==> src/rtl/seg_scan_decoder_if.sv <==
// ============================================================================
// seg_scan_decoder_if : display-bus and frame-handshake bundle for seg_scan_decoder
// Revision 1.0 -- initial release (err_count present only with SEG_ERR_COUNT_EN)
// ============================================================================
`default_nettype none

interface seg_scan_decoder_if;
  logic [6:0]  segments;
  logic [7:0]  anodos;
  logic [31:0] digits;
  logic [7:0]  blank;
  logic [7:0]  err;
  logic        out_valid;
  logic        out_ready;
  logic        overrun;
`ifdef SEG_ERR_COUNT_EN
  logic [7:0]  err_count;
`endif

  modport master (
    output segments, anodos, out_ready,
    input  digits, blank, err, out_valid, overrun
`ifdef SEG_ERR_COUNT_EN
    , input err_count
`endif
  );

  modport slave (
    input  segments, anodos, out_ready,
    output digits, blank, err, out_valid, overrun
`ifdef SEG_ERR_COUNT_EN
    , output err_count
`endif
  );
endinterface

`default_nettype wire

==> src/rtl/seg_scan_decoder.sv <==
// ============================================================================
// seg_scan_decoder : recovers an 8-digit hex frame from a multiplexed 7-seg bus
// Optional err_count output with macro SEG_ERR_COUNT_EN. Revision 1.0
// ============================================================================
`default_nettype none

module seg_scan_decoder #(
  parameter int STABLE_CYCLES = 16  // must be >= 2
) (
  input  wire logic          clock,
  input  wire logic          reset,
  seg_scan_decoder_if.slave  bus
);

  localparam int CNT_W = (STABLE_CYCLES > 2) ? $clog2(STABLE_CYCLES) : 1;
  localparam logic [CNT_W-1:0] CNT_MAX = CNT_W'(STABLE_CYCLES - 1);

  typedef enum logic [1:0] {SYNC = 2'd0, COLLECT = 2'd1, HOLD = 2'd2} state_t;

  // Returns {blank, err, nibble}
  function automatic logic [5:0] decode(input logic [6:0] seg);
    logic [5:0] r;
    r = 6'b01_0000;
    case (seg)
      7'b0000001: r = 6'h00;  7'b1001111: r = 6'h01;
      7'b0010010: r = 6'h02;  7'b0000110: r = 6'h03;
      7'b1001100: r = 6'h04;  7'b0100100: r = 6'h05;
      7'b0100000: r = 6'h06;  7'b0001111: r = 6'h07;
      7'b0000000: r = 6'h08;  7'b0000100: r = 6'h09;
      7'b0001000: r = 6'h0A;  7'b1100000: r = 6'h0B;
      7'b0110001: r = 6'h0C;  7'b1000010: r = 6'h0D;
      7'b0110000: r = 6'h0E;  7'b0111000: r = 6'h0F;
      7'b1111111: r = 6'b10_0000;
      default:    r = 6'b01_0000;
    endcase
    return r;
  endfunction

  state_t           state_q, state_d;
  logic [7:0]       anodos_prev_q, anodos_prev_d;
  logic [6:0]       segments_prev_q, segments_prev_d;
  logic [CNT_W-1:0] cnt_q, cnt_d;
  logic [7:0]       mask_q, mask_d;
  logic [31:0]      shadow_digits_q, shadow_digits_d;
  logic [7:0]       shadow_blank_q, shadow_blank_d;
  logic [7:0]       shadow_err_q, shadow_err_d;
  logic [31:0]      digits_q, digits_d;
  logic [7:0]       blank_q, blank_d;
  logic [7:0]       err_q, err_d;
  logic             out_valid_q, out_valid_d;
  logic             overrun_q, overrun_d;
`ifdef SEG_ERR_COUNT_EN
  logic [7:0]       err_count_q, err_count_d;
`endif

  logic       same, one_hot, capture, accept, frame_done;
  logic [2:0] idx;
  logic [5:0] dec;
  logic [7:0] mask_base;

  always_comb begin
    same    = (bus.anodos == anodos_prev_q) && (bus.segments == segments_prev_q);
    one_hot = $onehot(~bus.anodos);
    idx     = 3'd0;
    for (int i = 0; i < 8; i++) begin
      if (!bus.anodos[i]) idx = 3'(i);
    end
    dec        = decode(bus.segments);
    capture    = same && one_hot && (cnt_q == CNT_MAX - 1'b1);
    // Outside SYNC every capture counts; in SYNC only digit 0 opens a frame.
    accept     = capture && ((state_q != SYNC) || (idx == 3'd0));
    frame_done = (mask_q == 8'hFF);
    mask_base  = frame_done ? 8'h00 : mask_q;

    state_d         = state_q;
    anodos_prev_d   = bus.anodos;
    segments_prev_d = bus.segments;
    shadow_digits_d = shadow_digits_q;
    shadow_blank_d  = shadow_blank_q;
    shadow_err_d    = shadow_err_q;
    digits_d        = digits_q;
    blank_d         = blank_q;
    err_d           = err_q;
    out_valid_d     = out_valid_q;
    overrun_d       = overrun_q;
    mask_d          = mask_base;
`ifdef SEG_ERR_COUNT_EN
    err_count_d     = err_count_q;
    if (accept && dec[4] && (err_count_q != 8'hFF)) err_count_d = err_count_q + 8'd1;
`endif

    if (!same || !one_hot)      cnt_d = '0;
    else if (cnt_q != CNT_MAX)  cnt_d = cnt_q + 1'b1;
    else                        cnt_d = cnt_q;

    if (accept) begin
      shadow_digits_d[4*idx +: 4] = dec[3:0];
      shadow_blank_d[idx]         = dec[5];
      shadow_err_d[idx]           = dec[4];
      mask_d = (idx == 3'd0) ? 8'h01 : (mask_base | (8'h01 << idx));
    end

    case (state_q)
      SYNC: begin
        if (accept) state_d = COLLECT;
      end
      COLLECT: begin
        if (frame_done) begin
          digits_d    = shadow_digits_q;
          blank_d     = shadow_blank_q;
          err_d       = shadow_err_q;
          out_valid_d = 1'b1;
          state_d     = HOLD;
        end
      end
      HOLD: begin
        // A shadow frame finishing while the last one is unconsumed is lost.
        if (frame_done) overrun_d = 1'b1;
        if (out_valid_q && bus.out_ready) begin
          out_valid_d = 1'b0;
          state_d     = COLLECT;
          mask_d      = (accept && (idx == 3'd0)) ? 8'h01 : 8'h00;
        end
      end
      default: state_d = SYNC;
    endcase
  end

  always_ff @(posedge clock or negedge reset) begin
    if (!reset) begin
      state_q         <= SYNC;
      anodos_prev_q   <= '0;
      segments_prev_q <= '0;
      cnt_q           <= '0;
      mask_q          <= '0;
      shadow_digits_q <= '0;
      shadow_blank_q  <= '0;
      shadow_err_q    <= '0;
      digits_q        <= '0;
      blank_q         <= '0;
      err_q           <= '0;
      out_valid_q     <= 1'b0;
      overrun_q       <= 1'b0;
`ifdef SEG_ERR_COUNT_EN
      err_count_q     <= '0;
`endif
    end else begin
      state_q         <= state_d;
      anodos_prev_q   <= anodos_prev_d;
      segments_prev_q <= segments_prev_d;
      cnt_q           <= cnt_d;
      mask_q          <= mask_d;
      shadow_digits_q <= shadow_digits_d;
      shadow_blank_q  <= shadow_blank_d;
      shadow_err_q    <= shadow_err_d;
      digits_q        <= digits_d;
      blank_q         <= blank_d;
      err_q           <= err_d;
      out_valid_q     <= out_valid_d;
      overrun_q       <= overrun_d;
`ifdef SEG_ERR_COUNT_EN
      err_count_q     <= err_count_d;
`endif
    end
  end

  assign bus.digits    = digits_q;
  assign bus.blank     = blank_q;
  assign bus.err       = err_q;
  assign bus.out_valid = out_valid_q;
  assign bus.overrun   = overrun_q;
`ifdef SEG_ERR_COUNT_EN
  assign bus.err_count = err_count_q;
`endif

endmodule

`default_nettype wire
==> src/flat_wrapper.sv <==
// flat-port wrapper written by rule: the top's interface ports become plain ports
module seg_scan_decoder_flat 
#(
  parameter int STABLE_CYCLES = 16                 
)
  (clock, reset, bus_segments, bus_anodos, bus_out_ready, bus_digits, bus_blank, bus_err, bus_out_valid, bus_overrun);
  seg_scan_decoder_if bus_i ();
  input  wire logic clock;
  input  wire logic reset;
  input wire logic [$bits(bus_i.segments)-1:0] bus_segments;
  input wire logic [$bits(bus_i.anodos)-1:0] bus_anodos;
  input wire logic [$bits(bus_i.out_ready)-1:0] bus_out_ready;
  output wire logic [$bits(bus_i.digits)-1:0] bus_digits;
  output wire logic [$bits(bus_i.blank)-1:0] bus_blank;
  output wire logic [$bits(bus_i.err)-1:0] bus_err;
  output wire logic [$bits(bus_i.out_valid)-1:0] bus_out_valid;
  output wire logic [$bits(bus_i.overrun)-1:0] bus_overrun;
  assign bus_i.segments = bus_segments;
  assign bus_i.anodos = bus_anodos;
  assign bus_i.out_ready = bus_out_ready;
  assign bus_digits = bus_i.digits;
  assign bus_blank = bus_i.blank;
  assign bus_err = bus_i.err;
  assign bus_out_valid = bus_i.out_valid;
  assign bus_overrun = bus_i.overrun;
  seg_scan_decoder #(.STABLE_CYCLES(STABLE_CYCLES)) u_core (.clock(clock), .reset(reset), .bus(bus_i));
endmodule
==> config.mk <==
export PLATFORM = sky130hd
export DESIGN_NAME = seg_scan_decoder_flat
export DESIGN_NICKNAME = d
export VERILOG_FILES = /design/src/rtl/seg_scan_decoder_if.sv /design/src/rtl/seg_scan_decoder.sv /design/src/flat_wrapper.sv
export SDC_FILE = /design/constraint.sdc
export NUM_CORES = 1
export LEC_CHECK = 0
export ABC_CLOCK_PERIOD_IN_PS = 3370
export CORE_ASPECT_RATIO = 1.75
export CORE_MARGIN = 2
export CORE_UTILIZATION = 26
export CTS_CLUSTER_SIZE = 8
export DETAILED_ROUTE_END_ITERATION = 6
export MAX_ROUTING_LAYER = met4
export PLACE_DENSITY = 0.41
export RECOVER_POWER = 50
export SLEW_MARGIN = 25
export SYNTH_ARGS = -nofsm -noshare
export SYNTH_HDL_FRONTEND = slang
export SYNTH_SLANG_ARGS = --single-unit
==> constraint.sdc <==
create_clock -name clock -period 3.37 [get_ports clock]
set_input_delay 0.674 -clock clock [delete_from_list [all_inputs] [get_ports clock]]
set_output_delay 0.674 -clock clock [all_outputs]
set_load 0.01 [all_outputs]
==> impl_metrics.csv, run 1 <==
group,metric,value,unit
power_and_ir_drop,clock_network_fraction_of_design_power,51.0,%
routing,wl_met1,5910,um
layout,instances_no_fill,948,
cts,clkSlewWorstSetupHoldPaths,0.06,ns
layout,post_route_cells_drive_above_1_share,40.4,%
routing,final_antenna_net_count,0,
synthesis,synthesis.area_per_instance,12.4,um^2
synthesis,synthFlopType,"dfrtp_1",
worst_setup_path,total_number_of_cells_along_the_worst_setup_path,14,
worst_setup_path,worst_ep_arrival_time,4.27,ns
cts,cts_hold_repair.buffers,0,
sta,maxClockFrequency,252,MHz
synthesis,postSynthNetCount,527,
worst_setup_path,setup.worst_path.end,"u_core.shadow_err_q[1]",
die,floorplan.core_area,22700,um^2
synthesis,yosysWarningCount,0,
sta,rel_slew_slack,-65.7,%
worst_setup_path,timing.critical_path.required,3.67,ns
routing,wl,15800,um
synthesis,synthesis.area,6040,um^2
synthesis,post_synth_xor_area_fraction,2.72,%
placement,numPlacedInstances,905,
synthesis,yosys.area_share.simple,12.0,%
grt,globalRouteTotalUtil,14.0,%
sta,finalHoldWorstSlack,0.485,ns
worst_setup_path,critPathBufInv,4,
power_and_ir_drop,seq_power_share,41.5,%
routing,avgRoutedWirePerCell,16.6,um
routing,detail_route.first_pass.iterations,4,
die,die_area,24500,um^2
synthesis,synth_mux_area_share,18.6,%
grt,grt_pass1_wl,25500,um
worst_setup_path,worstReg2RegStart,"u_core.cnt_q[0]",
sta,report.final.setup_viol,61,
routing,met2RoutedLength,9160,um
worst_setup_path,worst-r2r-cell-count,8,
cts,cts_buffers,17,
routing,routed-wl-met3,364,um
worst_setup_path,critPathKind,"in2reg",
power_and_ir_drop,combPwrFrac,7.5,%
worst_setup_path,critical_register_to_register_path_endpoint,"u_core.shadow_err_q[4]",
worst_setup_path,worst_setup_path_end_kind,"flip-flop",
power_and_ir_drop,cell_internal_pwr,2.82,mW
power_and_ir_drop,ir_worst_vdd,0.327,mV
synthesis,synth_sequential_area_ratio,52.6,%
cts,clk_path_buf_depth,2,
power_and_ir_drop,fin_total_pwr,3.71,mW
sta,min_period_over_period,118,%
synthesis,synth_top_family_by_area,"multiplexers",
synthesis,post_synth_num_cell_types,58,
worst_setup_path,timing.critical_path.from,"bus_anodos[2]",
cts,cts-htree-levels,4,
die,i_o_pins,68,
placement,io_buffers,67,
routing,route.detailed.drc,0,
sta,timing_hold_violations_final,0,
flow_run,max_cap_viol_count,1,
sta,setup-tns-final,-27.10,ns
worst_setup_path,critical-path-slowest-cell,"fa_1",
synthesis,synth_compound_gate_area_share,5.80,%
worst_setup_path,crit_fanout,2,
layout,flow.area_growth_from_synthesis,43.6,%
die,num_rows,73,
sta,clock_skew,0.00772,ns
layout,filler_cell_count,2202,
power_and_ir_drop,switching_power,0.884,mW
worst_setup_path,crit_top_cell,"fa_1",
cts,number_of_sinks_handled_by_clock_tree_synthesis,127,
synthesis,yosys_register_bits,127,
sta,postLayoutSetupSlackWorst,-0.599,ns
grt,antenna_found_initial,0,
power_and_ir_drop,power.static_leakage,3.96,nW
power_and_ir_drop,sw_frac_of_total,23.8,%
placement,routabilityCongestion,0.838,
layout,num_antenna_cells,0,
routing,dr_total_vias,4356,
hold_path,whs_path_depth,1,
synthesis,syn_inst,487,
cts,clock_tree_from_tritoncts,"done",
synthesis,synth_adder_area_share,5.06,%
sta,worst-slew-pin-transition,2.49,ns
worst_setup_path,path_delay_family,"adder cells",
worst_setup_path,ordered_list_of_cells_on_the_worst_path,"buf_8, inv_4, ha_4, fa_1, inv_2, fa_1, inv_1, ha_2, fa_1, nor4b_2, and4_1, nand4_1, or4b_4, mux2_4",
worst_setup_path,critPathMaxStageDelay,0.55,ns
synthesis,post_synth_edffs,0,
grt,globalRouteOverflowTotal,0,
die,fp.dieH,206,um
worst_setup_path,setup.reg_to_reg.worst_slack,0.95,ns
worst_setup_path,critPathLaunchType,"primary input",
sta,period_needed,3.97,ns
die,chipWidth,119,um
cts,worstSkewPairLatency,0.42,ns
outcome,violations,"capacitance limit, slew limit, setup timing",
routing,avgViaCountPerCell,4.59,
outcome,outcome,"finished with violations",
cts,root_cell_of_the_clock_tree,"clkbuf_16",
power_and_ir_drop,power_density_over_the_cells,428,nW/um^2
sta,finalMaxSlewViolations,48,
routing,dr_top_layer,"met4",
grt,grt_pass1_vias,4749,
routing,detail_route.iter0.violations,155,
synthesis,async_flop_share,100,%
layout,num-nets-final,675,
sta,rsz0062_at_grt,"yes",
layout,fin_util,38.1,%
hold_path,worst_hold_path_type,"reg2reg",
grt,largest_net_degree_at_the_start_of_global_routing,56,
die,initial_utilization,26.5,%
placement,dp_hpwl,11900,um
-- how the worst min path moves through the flow --
stage                                  start                      end  slack, ns
after floorplan                        reset  u_core.anodos_prev_q[0]       0.38
after global placement    u_core.bus.overrun       u_core.bus.overrun       0.46
after detailed placement  u_core.bus.overrun       u_core.bus.overrun       0.47
after CTS                              reset    u_core.bus.digits[13]       0.28
after global routing           bus_anodos[2]  u_core.anodos_prev_q[2]       0.48
final                     u_core.bus.overrun       u_core.bus.overrun       0.49
-- state kept, by name (all words and copies together) (netlist names) --
| register | count |
|---|---|
| u_core.mask_q | 8 |
| u_core.bus.blank | 8 |
| u_core.bus.overrun | 1 |
| u_core.bus.out_valid | 1 |
| u_core.bus.err | 8 |
| u_core.shadow_digits_q | 32 |
| u_core.shadow_err_q | 8 |
| u_core.segments_prev_q | 7 |
| u_core.bus.digits | 32 |
| u_core.cnt_q | 4 |
| u_core.shadow_blank_q | 8 |
| u_core.anodos_prev_q | 8 |
| u_core.state_q | 2 |
-- synth_stat cells, types with 3 or more instances --
cell       count  area [um^2]
nand2_1       26         97.6
and4_1         7         61.3
dfrtp_1      127         3180
buf_2          4         20.0
inv_1         25         93.8
nor2_1        16         60.1
clkbuf_1       7         26.3
ha_1          18          225
buf_1          5         18.8
nor4_1         6         37.5
nor3_1         4         20.0
fa_1           4         80.1
nand4_1       16          100
nor2b_1        3         18.8
xnor2_1       15          131
mux2i_1        3         30.0
a31oi_1        4         25.0
mux2_2        93         1050
mux2_1         4         45.0
o21ai_0        7         35.0
a21oi_1       19         95.1
and3_1         3         18.8
a22oi_1        3         22.5
nand2b_1       4         25.0
or3_1          3         18.8
nand3_1       15         75.1
a2111oi_0      4         35.0
nand3b_1       3         22.5
a211oi_1       5         37.5
-- stage by stage --
stage,area (um^2),setup WS (ns)
global placement,7700,-1.65
CTS,8540,-0.616
global route,8670,-0.700
detailed placement,7700,-1.72
floorplan,6200,-0.871
finish,8670,-0.599
-- layer usage --
| layer | vias up | track usage (%) |
|---|---|---|
| li1 | 2073 | - |
| met1 | 2198 | 14.2 |
| met2 | 68 | 26.0 |
| met3 | 17 | 2.27 |
| met4 | 0 | 6.80 |
| met5 | - | - |
-- kinds of logic after synthesis --
logic type | count (synthesis)
compound gates | 53
xor+xnor | 17
fa+ha+maj | 22
buf+inv | 46
flops | 127
mux | 100
simple gates | 122
-- placed cells by master, fill, tap and decap left out, types with 7 or more instances in the layout --
cell type	count
dlygate4sd3_1	7
dfrtp_1	127
buf_6	14
inv_1	17
mux2_2	65
clkbuf_16	17
nand4_1	16
a21oi_1	14
buf_4	59
nor2_1	14
mux2_4	32
clkdlybuf4s50_1	53
nand2_1	23
clkbuf_1	8
and4_1	7
ha_1	14
o21ai_0	7
xnor2_1	15
nand3_1	10
nor4_4	7
-- timing repair --
item | in CTS | in global routing
gates resized for setup | 66 | 35
setup endpoints to repair | 62 | 62
gates cloned | 1 | 0
pin swaps | 19 | 22
setup buffers | 8 | 6
-- final cells by class --
type / count / area, um^2 / area share (%)
Inverter: 27 / 129 / 1.49
Tap cell: 300 / 375 / 4.33
Clock inverter: 15 / 186 / 2.15
Sequential cell: 127 / 3180 / 36.7
Clock buffer: 17 / 425 / 4.91
Multi-Input combinational cell: 314 / 3070 / 35.5
Timing Repair Buffer: 148 / 1300 / 15.0
-- power by group through the flow --
stage | combinational, mW | clock (mW) | sequential [mW]
global placement | 0.281 | 0 | 1.57
floorplan | 0.136 | 0 | 1.57
CTS | 0.291 | 1.94 | 1.54
finish | 0.277 | 1.89 | 1.54
global route | 0.314 | 2.01 | 1.54
detailed placement | 0.284 | 0 | 1.57
Note: power is estimated with default switching activity, not from simulation.
==> inputs of run 2 (changes only) <==
--- a/config.mk
+++ b/config.mk
@@ -7,7 +7,7 @@
 export LEC_CHECK = 0
 export ABC_CLOCK_PERIOD_IN_PS = 3370
 export CORE_ASPECT_RATIO = 1.75
-export CORE_MARGIN = 2
+export CORE_MARGIN = 3
 export CORE_UTILIZATION = 26
 export CTS_CLUSTER_SIZE = 8
 export DETAILED_ROUTE_END_ITERATION = 6
==> run 2 against run 1 <==
Effect of this change:
- the run ends with setup timing left
- critical path depth unchanged
- non-clock buffer count is 2 higher
- clock-buffer cell count unchanged
- die area grew 2.7%
- global-route usage shrank 0.62 points
- worst setup slack improved by 0.083 ns
- clock skew rose by 0.0023 ns
- combinational power is 8.3% higher
- critical path type unchanged
- largest cell class unchanged
==> impl_metrics.csv, run 2 (synthesized netlist as in run 1, its figures left out) <==
group,metric,value,unit
worst_setup_path,timing.critical_path.required,3.66,ns
layout,flow.area_growth_from_synthesis,43.4,%
power_and_ir_drop,ir_worst_vdd,0.304,mV
layout,instances_no_fill,949,
worst_setup_path,critPathBufInv,4,
sta,timing_hold_violations_final,0,
sta,min_period_over_period,115,%
die,fp.dieH,208,um
worst_setup_path,worst_setup_path_end_kind,"flip-flop",
routing,route.detailed.drc,0,
sta,maxClockFrequency,257,MHz
routing,detail_route.first_pass.iterations,4,
placement,numPlacedInstances,905,
worst_setup_path,setup.reg_to_reg.worst_slack,1.07,ns
hold_path,worst_hold_path_type,"in2async",
grt,antenna_found_initial,0,
placement,worst_slack_at_placement,-1.59,ns
layout,most_common_cell_after_layout_fill_and_taps_aside,"dfrtp_1",
power_and_ir_drop,power_density_over_the_cells,399,nW/um^2
worst_setup_path,crit_top_cell,"fa_1",
grt,globalRouteTotalUtil,13.4,%
sta,rel_slew_slack,56.8,%
worst_setup_path,critical-path-slowest-cell,"or4b_4",
sta,setup-tns-final,-22.56,ns
layout,num-nets-final,677,
flow_run,max_cap_viol_count,0,
cts,clock_tree_from_tritoncts,"done",
sta,postLayoutSetupSlackWorst,-0.516,ns
grt,grt_pass1_vias,4743,
layout,most_frequent_cells_in_the_layout,"dfrtp_1, buf_4, mux2_2, clkdlybuf4s50_1, mux2_4",
cts,clkSlewWorstSetupHoldPaths,0.06,ns
placement,dp_hpwl,12100,um
cts,cts-htree-levels,4,
worst_setup_path,ordered_list_of_cells_on_the_worst_path,"buf_8, inv_4, ha_4, fa_1, inv_2, fa_1, inv_1, ha_2, fa_1, nor4b_4, nand4_1, nor4_4, or4b_4, mux2_4",
sta,worst-slew-pin-transition,0.641,ns
grt,largest_net_degree_at_the_start_of_global_routing,65,
worst_setup_path,crit_fanout,4,
cts,clk_path_buf_depth,2,
sta,finalHoldWorstSlack,0.220,ns
routing,wl,15900,um
die,chipWidth,121,um
routing,dr_total_vias,4323,
layout,post_route_cells_drive_above_1_share,41.0,%
power_and_ir_drop,fin_total_pwr,3.46,mW
routing,final_antenna_net_count,0,
sta,clock_skew,0.0100,ns
routing,avgViaCountPerCell,4.56,
layout,num_antenna_cells,0,
placement,routabilityCongestion,0.802,
worst_setup_path,critPathMaxStageDelay,0.56,ns
grt,grt_pass1_wl,25500,um
sta,report.final.setup_viol,58,
worst_setup_path,critPathKind,"in2reg",
die,die_area,25200,um^2
cts,worstSkewPairLatency,0.42,ns
cts,number_of_sinks_handled_by_clock_tree_synthesis,127,
die,initial_utilization,26.5,%
worst_setup_path,worst_ep_arrival_time,4.18,ns
routing,detail_route.iter0.violations,188,
sta,rsz0062_at_grt,"yes",
die,num_rows,73,
outcome,outcome,"finished with violations",
outcome,violations,"setup timing",
routing,avgRoutedWirePerCell,16.8,um
cts,cts_hold_repair.buffers,0,
power_and_ir_drop,power.static_leakage,3.98,nW
die,floorplan.core_area,22700,um^2
sta,finalMaxSlewViolations,0,
die,i_o_pins,68,
worst_setup_path,critPathLaunchType,"primary input",
worst_setup_path,path_delay_family,"adder cells",
grt,globalRouteOverflowTotal,0,
cts,root_cell_of_the_clock_tree,"clkbuf_16",
sta,period_needed,3.89,ns
placement,io_buffers,67,
cts,cts_buffers,17,
-- run 2: per-layer routing --
layer | GRT usage [%] | wire length, um
met1 | 13.6 | 5820
met2 | 25.5 | 9490
met3 | 1.91 | 357
met4 | 4.80 | 233
met5 | - | 0
-- run 2: cell type report --
type                            count  area [um^2]
Inverter                           27          131
Tap cell                          300          375
Clock buffer                       17          425
Sequential cell                   127         3180
Fill cell                        2196        14100
Timing Repair Buffer              150         1380
Clock inverter                     14         96.3
Multi-Input combinational cell    314         3070
-- run 2: final timing paths --
path | from | end | cells past startpoint
worst max register to register | u_core.cnt_q[0] | u_core.shadow_digits_q[17] | 8
min in group clock | u_core.bus.overrun | u_core.bus.overrun | 1
worst min-delay path | reset | u_core.bus.digits[12] | 1
worst min register to register | u_core.bus.overrun | u_core.bus.overrun | 1
worst max-delay path | bus_anodos[2] | u_core.shadow_digits_q[17] | 14
max in group asynchronous | reset | u_core.segments_prev_q[6] | 2
-- run 2: repair_timing --
item | CTS | global route
buffers inserted | 7 | 10
resized for setup | 60 | 41
pin swaps | 18 | 23
setup endpoints to repair | 62 | 62
cloned | 0 | 1
-- run 2: where the power goes --
part / switching [mW] / internal (mW)
combinational: 0.167 / 0.133
clock: 0.686 / 0.931
sequential: 0.00418 / 1.53
total: 0.857 / 2.60
-- run 2: metrics by stage --
| stage | area [um^2] | utilization (%) |
|---|---|---|
| after CTS | 8410 | 37.0 |
| after detailed placement | 7700 | 33.9 |
| final | 8660 | 38.1 |
| after floorplan | 6200 | - |
| after global placement | 7700 | 33.9 |
| after global routing | 8660 | 38.1 |
==> inputs of run 3 (changes only) <==
--- a/config.mk
+++ b/config.mk
@@ -7,7 +7,6 @@
 export LEC_CHECK = 0
 export ABC_CLOCK_PERIOD_IN_PS = 3370
 export CORE_ASPECT_RATIO = 1.75
-export CORE_MARGIN = 3
 export CORE_UTILIZATION = 26
 export CTS_CLUSTER_SIZE = 8
 export DETAILED_ROUTE_END_ITERATION = 6
==> run 3 against run 2 <==
Effect of this change:
- the run ends with capacitance limit, slew limit, setup timing left
- sequential share of layout area grew 1.1 points
- clock skew grew 0.00097 ns
- first-iteration DRC count shrank 19%
- clock-buffer cell count grew 4
- sequential power is essentially flat
- largest power group unchanged
==> impl_metrics.csv, run 3 (synthesized netlist as in run 1, its figures left out) <==
group,metric,value,unit
routing,detail_route.first_pass.iterations,4,
placement,dp_hpwl,11600,um
sta,timing_hold_violations_final,0,
sta,setup-tns-final,-27.63,ns
layout,num-nets-final,668,
die,fp.dieH,204,um
outcome,violations,"capacitance limit, slew limit, setup timing",
layout,flow.area_growth_from_synthesis,39.3,%
power_and_ir_drop,power.static_leakage,3.89,nW
grt,grt_pass1_vias,4579,
cts,clkSlewWorstSetupHoldPaths,0.05,ns
sta,postLayoutSetupSlackWorst,-0.586,ns
cts,cts-htree-levels,4,
cts,worstSkewPairLatency,0.42,ns
sta,period_needed,3.96,ns
placement,numPlacedInstances,905,
die,chipWidth,117,um
die,floorplan.core_area,22700,um^2
sta,finalMaxSlewViolations,128,
layout,num_antenna_cells,0,
layout,most_common_cell_after_layout_fill_and_taps_aside,"dfrtp_1",
sta,worst-slew-pin-transition,1.78,ns
cts,cts_buffers,17,
hold_path,worst_hold_path_type,"reg2reg",
routing,avgRoutedWirePerCell,16.5,um
die,i_o_pins,68,
routing,dr_total_vias,4328,
worst_setup_path,critPathLaunchType,"primary input",
worst_setup_path,critPathKind,"in2reg",
sta,report.final.setup_viol,62,
grt,antenna_found_initial,0,
die,die_area,23900,um^2
routing,avgViaCountPerCell,4.60,
cts,clock_tree_from_tritoncts,"done",
die,initial_utilization,26.5,%
sta,min_period_over_period,117,%
outcome,outcome,"finished with violations",
cts,root_cell_of_the_clock_tree,"clkbuf_16",
sta,maxClockFrequency,253,MHz
routing,wl,15500,um
worst_setup_path,crit_fanout,2,
sta,rel_slew_slack,-18.5,%
die,num_rows,73,
routing,route.detailed.drc,0,
layout,post_route_cells_drive_above_1_share,37.3,%
cts,clk_path_buf_depth,2,
layout,most_frequent_cells_in_the_layout,"dfrtp_1, mux2_2, buf_4, clkdlybuf4s50_1",
power_and_ir_drop,fin_total_pwr,3.67,mW
layout,instances_no_fill,940,
routing,final_antenna_net_count,0,
power_and_ir_drop,ir_worst_vdd,0.229,mV
sta,rsz0062_at_grt,"yes",
grt,grt_pass1_wl,24800,um
power_and_ir_drop,power_density_over_the_cells,437,nW/um^2
worst_setup_path,worst_setup_path_end_kind,"flip-flop",
cts,number_of_sinks_handled_by_clock_tree_synthesis,127,
placement,io_buffers,67,
grt,largest_net_degree_at_the_start_of_global_routing,128,
worst_setup_path,worst_ep_arrival_time,4.26,ns
grt,globalRouteTotalUtil,14.5,%
sta,finalHoldWorstSlack,0.470,ns
worst_setup_path,timing.critical_path.required,3.68,ns
grt,globalRouteOverflowTotal,0,
layout,fin_util,37.0,%
routing,detail_route.iter0.violations,152,
cts,cts_hold_repair.buffers,0,
flow_run,max_cap_viol_count,1,
sta,clock_skew,0.0110,ns
placement,routabilityCongestion,0.842,
-- run 3: cell types whose count changed in the layout (fill, tap and decap cells not counted), moves of 4 or more --
cell	before	now
a21oi_2	4	0
clkbuf_1	2	9
buf_4	69	65
a21oi_1	15	19
nand3_1	10	15
buf_6	13	4
mux2_2	63	72
mux2_4	34	25
-- run 3: critical path: stages --
cell and delay, ns:
buf_12 0.09, inv_12 0.03, ha_4 0.15, fa_1 0.54
inv_2 0.04, fa_1 0.48, inv_1 0.04, ha_2 0.17
fa_1 0.49, nor4b_4 0.31, and4_1 0.29, nand4_1 0.15
or4b_4 0.52, mux2_2 0.28
-- run 3: what timing repair did --
item | in CTS | in global routing
setup buffers | 7 | 0
pin swaps | 14 | 6
gates resized for setup | 50 | 8
endpoints found under the setup margin | 62 | 62
-- run 3: path summary, 6_finish.rpt --
path                            cells past startpoint  slack, ns          startpoint                         end
max in group asynchronous                           2       1.39               reset       u_core.bus.digits[17]
worst min register to register                      1       0.47  u_core.bus.overrun          u_core.bus.overrun
worst min-delay path                                1       0.47  u_core.bus.overrun          u_core.bus.overrun
worst max register to register                      8       1.07     u_core.cnt_q[0]  u_core.shadow_digits_q[19]
worst max-delay path                               14      -0.59       bus_anodos[5]      u_core.shadow_err_q[1]
min in group asynchronous                           2       0.84               reset       u_core.bus.digits[31]
-- run 3: power by group --
part / total, mW / switching (mW) / internal (mW)
combinational: 0.289 / 0.164 / 0.124
clock: 1.84 / 0.666 / 1.18
sequential: 1.54 / 0.00442 / 1.54
-- run 3: final cells by class --
class                           instances  area [um^2]
Fill cell                            2192        14300
Sequential cell                       127         3180
Multi-Input combinational cell        314         2920
Timing Repair Buffer                  141         1220
Clock buffer                           21          450
Tap cell                              300          375
Clock inverter                         10          138
Inverter                               27          126
-- run 3: per-stage QoR --
stage	worst slack (ns)	instance area, um^2
6_report	-0.586	8410
5_1_grt	-0.725	8410
3_5_place_dp	-1.75	7700
2_1_floorplan	-0.871	6200
3_3_place_gp	-1.66	7700
4_1_cts	-0.652	8430
-- run 3: per-layer routing --
layer  GRT usage [%]  up-vias  share of wire (%)
met1            15.1     2183                 37
met2            25.9       75                 58
li1                -     2050                  -
met3            2.76       20                2.5
met4            6.69        0                2.7
met5               -        -                  0
